<file path="src/rtl/aes_round_ctrl.sv">
// Iterative AES round sequencer: holds the cipher state, applies the initial
// AddRoundKey and steps the external round datapath once per clock for NR rounds.
module aes_round_ctrl #(
  parameter int unsigned NR = 10
) (
  input  logic         clk,
  input  logic         rst_n,
  input  logic         in_valid,
  output logic         in_ready,
  input  logic [127:0] in_block,
  input  logic [127:0] rk,
  output logic [3:0]   rnd_idx,
  output logic [127:0] dp_state,
  output logic         dp_last,
  input  logic [127:0] dp_result,
  output logic         out_valid,
  input  logic         out_ready,
  output logic [127:0] out_block
);

  typedef enum logic [1:0] {
    IDLE,
    ROUND,
    DONE
  } state_e;

  localparam logic [3:0] LAST_RND = 4'(NR);

  state_e         state_q, state_d;
  logic [3:0]     rnd_q, rnd_d;
  logic [127:0]   blk_q, blk_d;

  always_ff @(posedge clk or negedge rst_n) begin
    if (!rst_n) begin
      state_q <= IDLE;
      rnd_q   <= '0;
      blk_q   <= '0;
    end else begin
      state_q <= state_d;
      rnd_q   <= rnd_d;
      blk_q   <= blk_d;
    end
  end

  always_comb begin
    state_d   = state_q;
    rnd_d     = rnd_q;
    blk_d     = blk_q;
    in_ready  = 1'b0;
    out_valid = 1'b0;
    dp_last   = 1'b0;
    rnd_idx   = '0;
    case (state_q)
      IDLE: begin
        in_ready = 1'b1;
        // rnd_idx is 0 here, so rk carries the whitening key for the initial AddRoundKey
        if (in_valid) begin
          blk_d   = in_block ^ rk;
          rnd_d   = 4'd1;
          state_d = ROUND;
        end
      end
      ROUND: begin
        rnd_idx = rnd_q;
        blk_d   = dp_result;
        if (rnd_q == LAST_RND) begin
          dp_last = 1'b1;
          state_d = DONE;
        end else begin
          rnd_d = rnd_q + 4'd1;
        end
      end
      DONE: begin
        out_valid = 1'b1;
        if (out_ready) begin
          rnd_d   = '0;
          state_d = IDLE;
        end
      end
      default: begin
        rnd_d   = '0;
        state_d = IDLE;
      end
    endcase
  end

  assign dp_state  = blk_q;
  assign out_block = blk_q;

endmodule

</file>
<file path="config.mk">
export PLATFORM = sky130hd
export DESIGN_NAME = aes_round_ctrl
export DESIGN_NICKNAME = d
export VERILOG_FILES = /design/src/rtl/aes_round_ctrl.sv
export SDC_FILE = /design/constraint.sdc
export NUM_CORES = 1
export LEC_CHECK = 0
export CAP_MARGIN = 10
export CORE_AREA = 4 4 254 256
export DETAILED_ROUTE_END_ITERATION = 10
export DIE_AREA = 0 0 258 260
export PLACE_DENSITY = 0.44
export SLEW_MARGIN = 20
export SYNTH_ARGS = -nofsm -noshare
export SYNTH_HDL_FRONTEND = slang
export SYNTH_SLANG_ARGS = --single-unit
</file>
<file path="constraint.sdc">
create_clock -name clk -period 3.7 [get_ports clk]
set_input_delay 0.74 -clock clk [delete_from_list [all_inputs] [get_ports clk]]
set_output_delay 0.74 -clock clk [all_outputs]
set_load 0.02 [all_outputs]
</file>
==> metrics <==
skew final 14.73 ps; status finished, final reports clean; Crit path required time 2960 ps; DRC Markers 0; vias per cell 3.860; Max IR drop VDD 302.9 uV; Setup violations, final 0; final non-filler cell total 2091; H-tree depth 4; largest net degree at the start of global routing 69; largest family of logic cells by synthesized area compound AO/OA/AOI/OAI gates; worst-path cell chain nor2b_4, and2_1, clkdlybuf4s50_1; clk sinks 134; PD cells 773.0 mW/mm2; Resized cells post-CTS 0; Post-Syn Instances 738; I/O Pins 651; xor/xnor cell area share of the yosys netlist 0.1332; CP Capture Type output pin; root buffer cell clkbuf_16; #FFs+latches synth 134; DR pass1 iterations 4; CTS clock-pin slew for the worst setup and hold paths 60 ps; ys async rst share 1.000; post-synthesis sequential area ratio 0.3983; DIE WIDTH 258 um; initial DRC count 355; GPL Wtd Cong 0.7464; LEAKAGE 6.269 nW; drt total wl 40490 um; Synth Flop Type dfrtp_1; clk_lat worst skew 470 ps; max-cap viol count 0; vias in the first global route 8491; Fin Setup TNS 0 ps; GRT Total Usage 0.1141; unrepaired setup endpoints after global routing no; post-CTS setup buffers 0; Worst Hold Class input pin to asynchronous set/reset pin; synth cell count leaders dfrtp_1, buf_4, a221o_1; nets 1621; grt total ovfl 0; adder-cell share of the synthesized area 0.002972; largest stage delay on the critical path 660 ps; placed insts 2058; initial core utilization 0.1347; post-DP HPWL 31380 um; Synth Area in Compound Gates 0.2937; Max FO, Critical Path 9; Slew Viols, Final 0; period utilization 0.7760; post-route core utilization 0.2469; relative slew slack 0.4080; port buffer count 650; Simple-Gate Fraction of Synth Area 0.01605; crit path max-delay cell type clkdlybuf4s50_1; WL per Instance 19.37 um; Syn Nets 1128; Fmax 348.3 MHz; hold buffers post-CTS 0; Post-synth EDFFs 0; DRT antenna net count 0; synth unique cells 27; cell taking the most area after synthesis dfrtp_1; Yosys warnings 0; die area 0.06708 mm2; Slew @ Worst Pin 888.0 ps; top cells by area, synth dfrtp_1, a221o_1, a22o_1, xor2_1, buf_4; CP startpoint kind flop; die height 260 um; Core ar. 0.06250 mm2; first-pass GRT wire length 57770 um; Via Count 8072; Rows 92; initial antenna violation count 1; Critical Path AT 2130 ps; multiplexer share of the synthesized area 0; Yosys top cell area share 0.3983; Post-Syn Area 0.008419 mm2; worst setup path class flop to output pin; Avg Cell Area, Syn 11.41 um2; top-count cell post-synth dfrtp_1; share of layout cells above drive strength 1 0.03537; final hold violations 0; Final Power 11.93 mW; Layout area overhead 83.31%; min Tclk post-route 2871 ps; Hold WS 274.9 ps; cts bufs inserted 17; CTS Buffer Depth 2; CTS tree yes
final timing paths:
path	start	endpoint	slack (ps)	cells past startpoint
max	state_q[0]$_DFFE_PN0P_	rnd_idx[3]	830	3
min	rst_n	dp_state[62]$_DFFE_PN0P_	270	1
max reg2reg	state_q[0]$_DFFE_PN0P_	dp_state[5]$_DFFE_PN0P_	1670	4
min reg2reg	dp_state[126]$_DFFE_PN0P_	dp_state[126]$_DFFE_PN0P_	580	1
max in group asynchronous	rst_n	dp_state[43]$_DFFE_PN0P_	2540	2
min in group clk	dp_state[126]$_DFFE_PN0P_	dp_state[126]$_DFFE_PN0P_	580	1
sequential cells by signal, indices dropped and copies added, names as in the netlist:
signal / cells
rnd_q: 4
state_q: 2
dp_state: 128
kinds of logic (layout without fill, tap and decap cells):
group / after synthesis / in the layout
DFF: 134 / 134
buffers and inverters: 189 / 695
and+or+nand+nor: 20 / 20
xor gates and xnor gates: 128 / 128
AOI/OAI and AO/OA: 265 / 265
other: 0 / 1
adders and majority gates: 2 / 2
layout by cell type, fill, tap and decap left out, drive strengths merged:
| cell type | instances |
|---|---|
| clkdlybuf4s50 | 649 |
| dfrtp | 134 |
| a221o | 130 |
| xor2 | 128 |
| a22o | 128 |
| clkbuf | 24 |
| buf | 12 |
| nor2 | 5 |
| nor2b | 4 |
| and2 | 3 |
| a21o | 3 |
| bufinv | 3 |
| clkinvlp | 3 |
| inv | 2 |
| nor4b | 2 |
| nor3 | 2 |
| ha | 2 |
| clkinv | 2 |
| diode | 1 |
| nand2b | 1 |
| nand3b | 1 |
| o22ai | 1 |
| and3b | 1 |
| o21ai | 1 |
| a211o | 1 |
| a211oi | 1 |
| nand3 | 1 |
layer usage:
metal | vias to the layer above | global-route usage | part of all wire
li1 | 3705 | - | -
met1 | 3963 | 0.1317 | 0.40
met2 | 370 | 0.2017 | 0.52
met3 | 34 | 0.03389 | 0.067
met4 | 0 | 0.03873 | 0.018
met5 | - | 0 | 0
area by class of cell:
type / instances / area [um2]
multi-input cells: 415 / 3761
inverters: 2 / 7.507
well taps: 846 / 1059
diodes: 1 / 2.502
repair buffers: 661 / 6653
flip-flops and latches: 134 / 3357
fillers: 6635 / 47070
clock inverters: 8 / 122.6
clock buffers: 24 / 471.7
worst max-delay path, delay by kind of cell, from the launching register on:
family	cells	cell delay (ps)
buffers and inverters	1	660
and+or+nand+nor	2	450
DFF	1	570
report_power, final:
part	switching (mW)	internal (mW)	leakage [nW]	total, mW
Sequential	1.06	2.18	1.58	3.24
Clock	0.715	1.09	0.280	1.81
Combinational	3.36	3.53	4.40	6.88
through the flow:
stage	cell area (um2)	setup slack [ps]
final	15430	828.6
after global routing	15430	656.5
after CTS	15430	732.0
after detailed placement	14840	1276
after global placement	14840	1291
after floorplan	8419	1688
No activity file was read; power rests on OpenSTA's default activity.
